==> src/rtl/mainfsm_pkg.sv <==
// rtl/mainfsm_pkg.sv - shared types and encodings for the multicycle ARM main control FSM
// Purpose: state enum, opcode / mux-select constants and the control-vector struct.
// Optional feature macro: MAINFSM_UNDEF_TRAP_EN (adds the sticky UNDEF state).
package mainfsm_pkg;

  typedef enum logic [3:0] {
    FETCH,
    DECODE,
    MEMADR,
    MEMRD,
    MEMWB,
    MEMWR,
    EXECR,
    EXECI,
    ALUWB,
    BRANCH
`ifdef MAINFSM_UNDEF_TRAP_EN
    ,
    UNDEF
`endif
  } statetype;

  // Op field, instruction bits [27:26]
  localparam logic [1:0] OP_DP  = 2'b00;
  localparam logic [1:0] OP_MEM = 2'b01;
  localparam logic [1:0] OP_BR  = 2'b10;

  // ALUSrcB selects
  localparam logic [1:0] SRCB_REG = 2'b00;
  localparam logic [1:0] SRCB_IMM = 2'b01;
  localparam logic [1:0] SRCB_4   = 2'b10;

  // ResultSrc selects
  localparam logic [1:0] RES_ALUOUT = 2'b00;
  localparam logic [1:0] RES_DATA   = 2'b01;
  localparam logic [1:0] RES_ALU    = 2'b10;

  // Raw per-state control vector; irwrite/nextpc are qualified later by MemReady and reset
  typedef struct packed {
    logic       irwrite;
    logic       nextpc;
    logic       adrsrc;
    logic       alusrca;
    logic [1:0] alusrcb;
    logic [1:0] resultsrc;
    logic       aluop;
    logic       regw;
    logic       memw;
    logic       branch;
    logic       undef;
  } ctrl_t;

endpackage

==> src/rtl/mainfsm_outdec.sv <==
// rtl/mainfsm_outdec.sv - combinational state to control-vector decode for mainfsm
// Purpose: Moore output table; every field not listed for a state stays 0.
// Ports:
//   state  in   current FSM state
//   ctrl   out  raw control vector (irwrite/nextpc not yet MemReady-qualified)
// Optional feature macro: MAINFSM_UNDEF_TRAP_EN (decodes the UNDEF state).
module mainfsm_outdec
  import mainfsm_pkg::*;
(
  input  statetype state,
  output ctrl_t    ctrl
);

  always_comb begin
    ctrl = '0;
    case (state)
      FETCH: begin
        ctrl.irwrite   = 1'b1;
        ctrl.nextpc    = 1'b1;
        ctrl.adrsrc    = 1'b0;
        ctrl.alusrca   = 1'b1;
        ctrl.alusrcb   = SRCB_4;
        ctrl.resultsrc = RES_ALU;
        ctrl.aluop     = 1'b0;
      end
      DECODE: begin
        // precompute PC+8 in case the instruction reads R15
        ctrl.alusrca   = 1'b1;
        ctrl.alusrcb   = SRCB_4;
        ctrl.resultsrc = RES_ALU;
      end
      MEMADR: begin
        ctrl.alusrca = 1'b0;
        ctrl.alusrcb = SRCB_IMM;
        ctrl.aluop   = 1'b0;
      end
      MEMRD: begin
        ctrl.adrsrc = 1'b1;
      end
      MEMWB: begin
        ctrl.resultsrc = RES_DATA;
        ctrl.regw      = 1'b1;
      end
      MEMWR: begin
        ctrl.adrsrc = 1'b1;
        ctrl.memw   = 1'b1;
      end
      EXECR: begin
        ctrl.alusrca = 1'b0;
        ctrl.alusrcb = SRCB_REG;
        ctrl.aluop   = 1'b1;
      end
      EXECI: begin
        ctrl.alusrca = 1'b0;
        ctrl.alusrcb = SRCB_IMM;
        ctrl.aluop   = 1'b1;
      end
      ALUWB: begin
        ctrl.resultsrc = RES_ALUOUT;
        ctrl.regw      = 1'b1;
      end
      BRANCH: begin
        ctrl.alusrca   = 1'b0;
        ctrl.alusrcb   = SRCB_IMM;
        ctrl.resultsrc = RES_ALU;
        ctrl.aluop     = 1'b0;
        ctrl.branch    = 1'b1;
      end
`ifdef MAINFSM_UNDEF_TRAP_EN
      UNDEF: begin
        ctrl.undef = 1'b1;
      end
`endif
      default: ctrl = '0;
    endcase
  end

endmodule

==> src/rtl/mainfsm.sv <==
// rtl/mainfsm.sv - multicycle ARM main control FSM with memory-ready handshake
// Purpose: sequences fetch/decode/execute/memory/writeback and drives datapath controls.
// Ports:
//   clk, reset           clock; asynchronous active-high reset to FETCH
//   Op[1:0], Funct[5:0]  instruction fields, sampled in DECODE and MEMADR only
//   MemReady             memory finishes the current access this cycle
//   IRWrite, NextPC      IR load / PC+4 enables, one pulse per instruction
//   AdrSrc, ALUSrcA, ALUSrcB[1:0], ResultSrc[1:0], ALUOp  datapath selects
//   RegW, MemW, Branch   write/branch requests to condlogic
//   Undef                undefined-instruction trap flag
// Parameter MEM_HANDSHAKE: 0 ignores MemReady (treated as 1).
// Optional feature macro: MAINFSM_UNDEF_TRAP_EN (Op=11 traps to sticky UNDEF).
module mainfsm
  import mainfsm_pkg::*;
#(
  parameter int MEM_HANDSHAKE = 1
) (
  input  logic       clk,
  input  logic       reset,
  input  logic [1:0] Op,
  input  logic [5:0] Funct,
  input  logic       MemReady,
  output logic       IRWrite,
  output logic       NextPC,
  output logic       AdrSrc,
  output logic       ALUSrcA,
  output logic [1:0] ALUSrcB,
  output logic [1:0] ResultSrc,
  output logic       ALUOp,
  output logic       RegW,
  output logic       MemW,
  output logic       Branch,
  output logic       Undef
);

  statetype state, nextstate;
  ctrl_t    ctrl;
  logic     memrdy;

  // Funct[4:1] are consumed by the ALU decoder, not by this FSM
  logic     unused_funct;
  assign unused_funct = &Funct[4:1];

  assign memrdy = (MEM_HANDSHAKE != 0) ? MemReady : 1'b1;

  // State register
  always_ff @(posedge clk or posedge reset) begin
    if (reset) state <= FETCH;
    else       state <= nextstate;
  end

  // Next-state logic
  always_comb begin
    nextstate = FETCH;
    case (state)
      FETCH:  nextstate = memrdy ? DECODE : FETCH;
      DECODE: begin
        case (Op)
          OP_MEM:  nextstate = MEMADR;
          OP_DP:   nextstate = Funct[5] ? EXECI : EXECR;
          OP_BR:   nextstate = BRANCH;
`ifdef MAINFSM_UNDEF_TRAP_EN
          default: nextstate = UNDEF;
`else
          default: nextstate = FETCH;  // Op=11 retires as a NOP
`endif
        endcase
      end
      MEMADR: nextstate = Funct[0] ? MEMRD : MEMWR;
      MEMRD:  nextstate = memrdy ? MEMWB : MEMRD;
      MEMWB:  nextstate = FETCH;
      MEMWR:  nextstate = memrdy ? FETCH : MEMWR;
      EXECR:  nextstate = ALUWB;
      EXECI:  nextstate = ALUWB;
      ALUWB:  nextstate = FETCH;
      BRANCH: nextstate = FETCH;
`ifdef MAINFSM_UNDEF_TRAP_EN
      UNDEF:  nextstate = UNDEF;
`endif
      default: nextstate = FETCH;
    endcase
  end

  mainfsm_outdec u_outdec (
    .state (state),
    .ctrl  (ctrl)
  );

  // Outputs: IR/PC enables fire only on the cycle fetch actually completes,
  // and never while reset holds the machine in FETCH.
  always_comb begin
    IRWrite   = ctrl.irwrite & memrdy & ~reset;
    NextPC    = ctrl.nextpc & memrdy & ~reset;
    AdrSrc    = ctrl.adrsrc;
    ALUSrcA   = ctrl.alusrca;
    ALUSrcB   = ctrl.alusrcb;
    ResultSrc = ctrl.resultsrc;
    ALUOp     = ctrl.aluop;
    RegW      = ctrl.regw;
    MemW      = ctrl.memw;
    Branch    = ctrl.branch;
    Undef     = ctrl.undef;
  end

endmodule

==> config.mk <==
export PLATFORM = sky130hd
export DESIGN_NAME = mainfsm
export DESIGN_NICKNAME = d
export VERILOG_FILES = /design/src/rtl/mainfsm_pkg.sv /design/src/rtl/mainfsm_outdec.sv /design/src/rtl/mainfsm.sv
export SDC_FILE = /design/constraint.sdc
export NUM_CORES = 1
export LEC_CHECK = 0
export ABC_CLOCK_PERIOD_IN_PS = 2800
export CAP_MARGIN = 0
export CELL_PAD_IN_SITES_DETAIL_PLACEMENT = 0
export CELL_PAD_IN_SITES_GLOBAL_PLACEMENT = 2
export CORE_UTILIZATION = 19
export CTS_CLUSTER_DIAMETER = 120
export DETAILED_ROUTE_END_ITERATION = 16
export PLACE_DENSITY_LB_ADDON = 0.1
export SYNTH_ARGS = -nofsm -noshare
export SYNTH_HDL_FRONTEND = slang
export SYNTH_SLANG_ARGS = --single-unit
export TNS_END_PERCENT = 20
==> constraint.sdc <==
create_clock -name clk -period 2.8 [get_ports clk]
set_clock_uncertainty 0.05 [all_clocks]
set_input_delay 0.28 -clock clk [delete_from_list [all_inputs] [get_ports clk]]
set_output_delay 0.28 -clock clk [all_outputs]
set_load 0.005 [all_outputs]
==> key figures <==
Outcome
  – Status: complete, no violations

Route
  – # DRC: 0
  – Router iterations before antenna repair: 4
  – Initial drt markers: 5
  – Drt via density: 4.21
  – Post-DR wirelength/cell: approximately 12 um
  – Detailed Route WL: ~1100 um
  – Final ANT Viol Nets: 0
  – Vias after detailed routing: between 300 and 400

Die
  – Initial Utilization: 20.2%
  – Chip width: about 48 um
  – DIE HEIGHT: around 48 um
  – Ports: 24
  – Die area: 2270 um2
  – Core area: roughly 2000 um2
  – Cell Rows: 16

CTS
  – CTS-repair resized insts: 0
  – CTS Buffer Depth: 2
  – Setup Buffers After CTS: 0
  – TritonCTS buffer count: 3
  – Root Buffer: clkbuf_4
  – Clk sink count: 4
  – Htree depth: 1
  – Clock latency on the worst-skew pair: roughly 0.23 ns
  – Hold-fix buffers at CTS: 0
  – CTS tree: built
  – Clk pin slew, worst setup/hold paths: ~0.040 ns

Cells and area
  – # diodes: 0
  – NumNets Final: 76
  – Layout cells sized above 1: between 10% and 20%
  – Synthesis-to-finish area growth: 48.7%
  – Fill count: around 240
  – Final core utilization: ~30%
  – Top flop regs: state x4
  – Largest register by flop count: state
  – Max reg flops: 4

Setup path
  – Worst setup EP type: output port
  – Kind of start point of the critical path: register
  – CP max stage cell: dfrtp_1
  – Worst EP arrival: between 1.5 and 2 ns
  – Crit path cell chain: and3b_2 -> o21ba_2 -> o21ai_0 -> clkdlybuf4s50_1
  – Largest stage delay, worst path: about 0.59 ns
  – Worst EP required: approximately 2.5 ns
  – Crit Path Class: reg2out
  – Crit Path Max Fanout: 12

STA
  – Max-slew violations: 0
  – Fmax: 439 MHz
  – Post-route clock period utilization: 81.4%
  – Final TNS setup: 0 ns
  – RSZ-0062 raised after global routing: false
  – Final hold vios: 0
  – Worst hold slack: just under 0.2 ns
  – Setup violators final: 0
  – Period minus WS final: between 2 and 2.5 ns

Place
  – DP Wirelength: a little under 800 um
  – Placer Congestion: roughly 0.65
  – Input/output buffers: 18

Global route
  – Vias in the first global route: around 380
  – Gr usage total: a little under an eighth
  – GRT overflow: 0
  – Global-route wire length before repair: ~1700 um
  – Initial antenna violation count: 0
  – Largest net degree at the start of global routing: 13

Yosys
  – Synth cell types: 31
  – Synth top area cells: dfrtp_1 25%, buf_4 5.7%, nor2_1 5.7%
  – Yosys reg bits: 4
  – Cell with the most instances after synthesis: nor2_1
  – Main synth FF type: dfrtp_1
  – Synth top area share: ~25%
  – Asr flop ratio synth: between 90% and 100%
  – Syn Nets: between 50 and 60
  – Syn Inst Count: 48
  – Yosys warns: 0
  – Synthesized cell area: between 300 and 400 um2
  – Seq/Total Area, Yosys: about a quarter
  – Mean Syn Cell Area: between 8 and 9 um2
  – Post-synth top cells: 6 x nor2_1, 4 x dfrtp_1, 3 x buf_4, 3 x inv_1, 3 x nor3_1
  – Synth area leader: dfrtp_1
  – EDFF count, synth: 0

Pwr
  – Power Dens Cells: 936 nW/um2
  – VDD IR-drop max: 0.293 mV
  – Leakage power: ~0.23 nW

Flow run
  – Max Cap Violations: 0

Hold path
  – Min-Delay Path Class: in2async
==> routing by layer <==
metal | wire, um | up-vias | global-route usage [%]
li1 | - | 195 | -
met1 | 589 | 168 | 15.4
met2 | 423 | 14 | 16.4
met3 | 56 | 2 | 4.91
met4 | 16 | 0 | 3.33
met5 | 0 | - | 0
==> power breakdown <==
group | leakage [nW] | internal (mW) | total, mW | switching (mW)
Clock | 0.0138 | 0.0479 | 0.0706 | 0.0228
Sequential | 0.0525 | 0.0803 | 0.149 | 0.0689
Combinational | 0.165 | 0.212 | 0.330 | 0.118
Total | 0.232 | 0.341 | 0.550 | 0.210
==> layout by cell type, fill, tap and decap left out, drive strengths merged <==
| cell | netlist | final |
|---|---|---|
| a211oi | 2 | 2 |
| a21boi | 1 | 1 |
| a21o | 1 | 1 |
| a22oi | 1 | 1 |
| a31oi | 1 | 1 |
| and2b | 1 | 1 |
| and3b | 1 | 1 |
| and4 | 1 | 1 |
| clkbuf | 0 | 3 |
| clkdlybuf4s50 | 0 | 18 |
| conb | 1 | 1 |
| dfrtp | 4 | 4 |
| inv | 3 | 3 |
| mux2i | 1 | 1 |
| nand2 | 1 | 1 |
| nand2b | 2 | 2 |
| nor2 | 6 | 6 |
| nor2b | 1 | 1 |
| nor3 | 3 | 3 |
| nor3b | 1 | 1 |
| nor4bb | 1 | 1 |
| o21ai | 1 | 1 |
| o21ba | 1 | 1 |
| o221ai | 1 | 1 |
| o2bb2ai | 1 | 1 |
| or2 | 2 | 2 |
| or2b | 1 | 1 |
| or4 | 1 | 1 |
| xnor2 | 1 | 1 |
==> cells by family after synthesis <==
group,synth area share (%)
other cells,0.948
buf+inv,13.9
simple gates,35.8
flops,25.3
xor+xnor,2.22
compound gates,19.3
mux,2.53
==> area by class of cell <==
type                    count  area, um2  area share [%]
multi-input cells          35        240            40.9
repair buffers             18        180            30.6
flip-flops and latches      4        100            17.0
well taps                  27       33.8            5.74
clock buffers               3       22.5            3.83
inverters                   3       11.3            1.91
==> critical path: cells and delay by family (launching register included) <==
family | cells | cell delay [ns]
flip-flops | 1 | 0.59
buffers and inverters | 1 | 0.53
AND/OR/NAND/NOR | 1 | 0.29
AO/OA/AOI/OAI | 2 | 0.32
==> per-stage QoR <==
stage               std cells  total power [mW]  setup slack [ns]  cell area (um2)
floorplan                  48             0.335              1.45              395
CTS                        90             0.562             0.493              588
detailed placement         87             0.485             0.766              566
global route               90             0.604             0.373              588
finish                     90             0.550             0.520              588
global placement           87             0.494             0.713              566
==> worst paths after layout <==
path	start	slack, ns	cells after the start	to
hold reg to reg	state[3]	0.60	1	state[0]
min in group clk	state[3]	0.60	1	state[0]
max in group asynchronous	reset	2.35	2	state[1]
setup / recovery	state[1]	0.52	4	ALUSrcB[0]
hold / removal	reset	0.19	2	state[0]
setup reg to reg	state[1]	1.27	3	state[2]
Note: power is estimated with default switching activity, not from simulation.
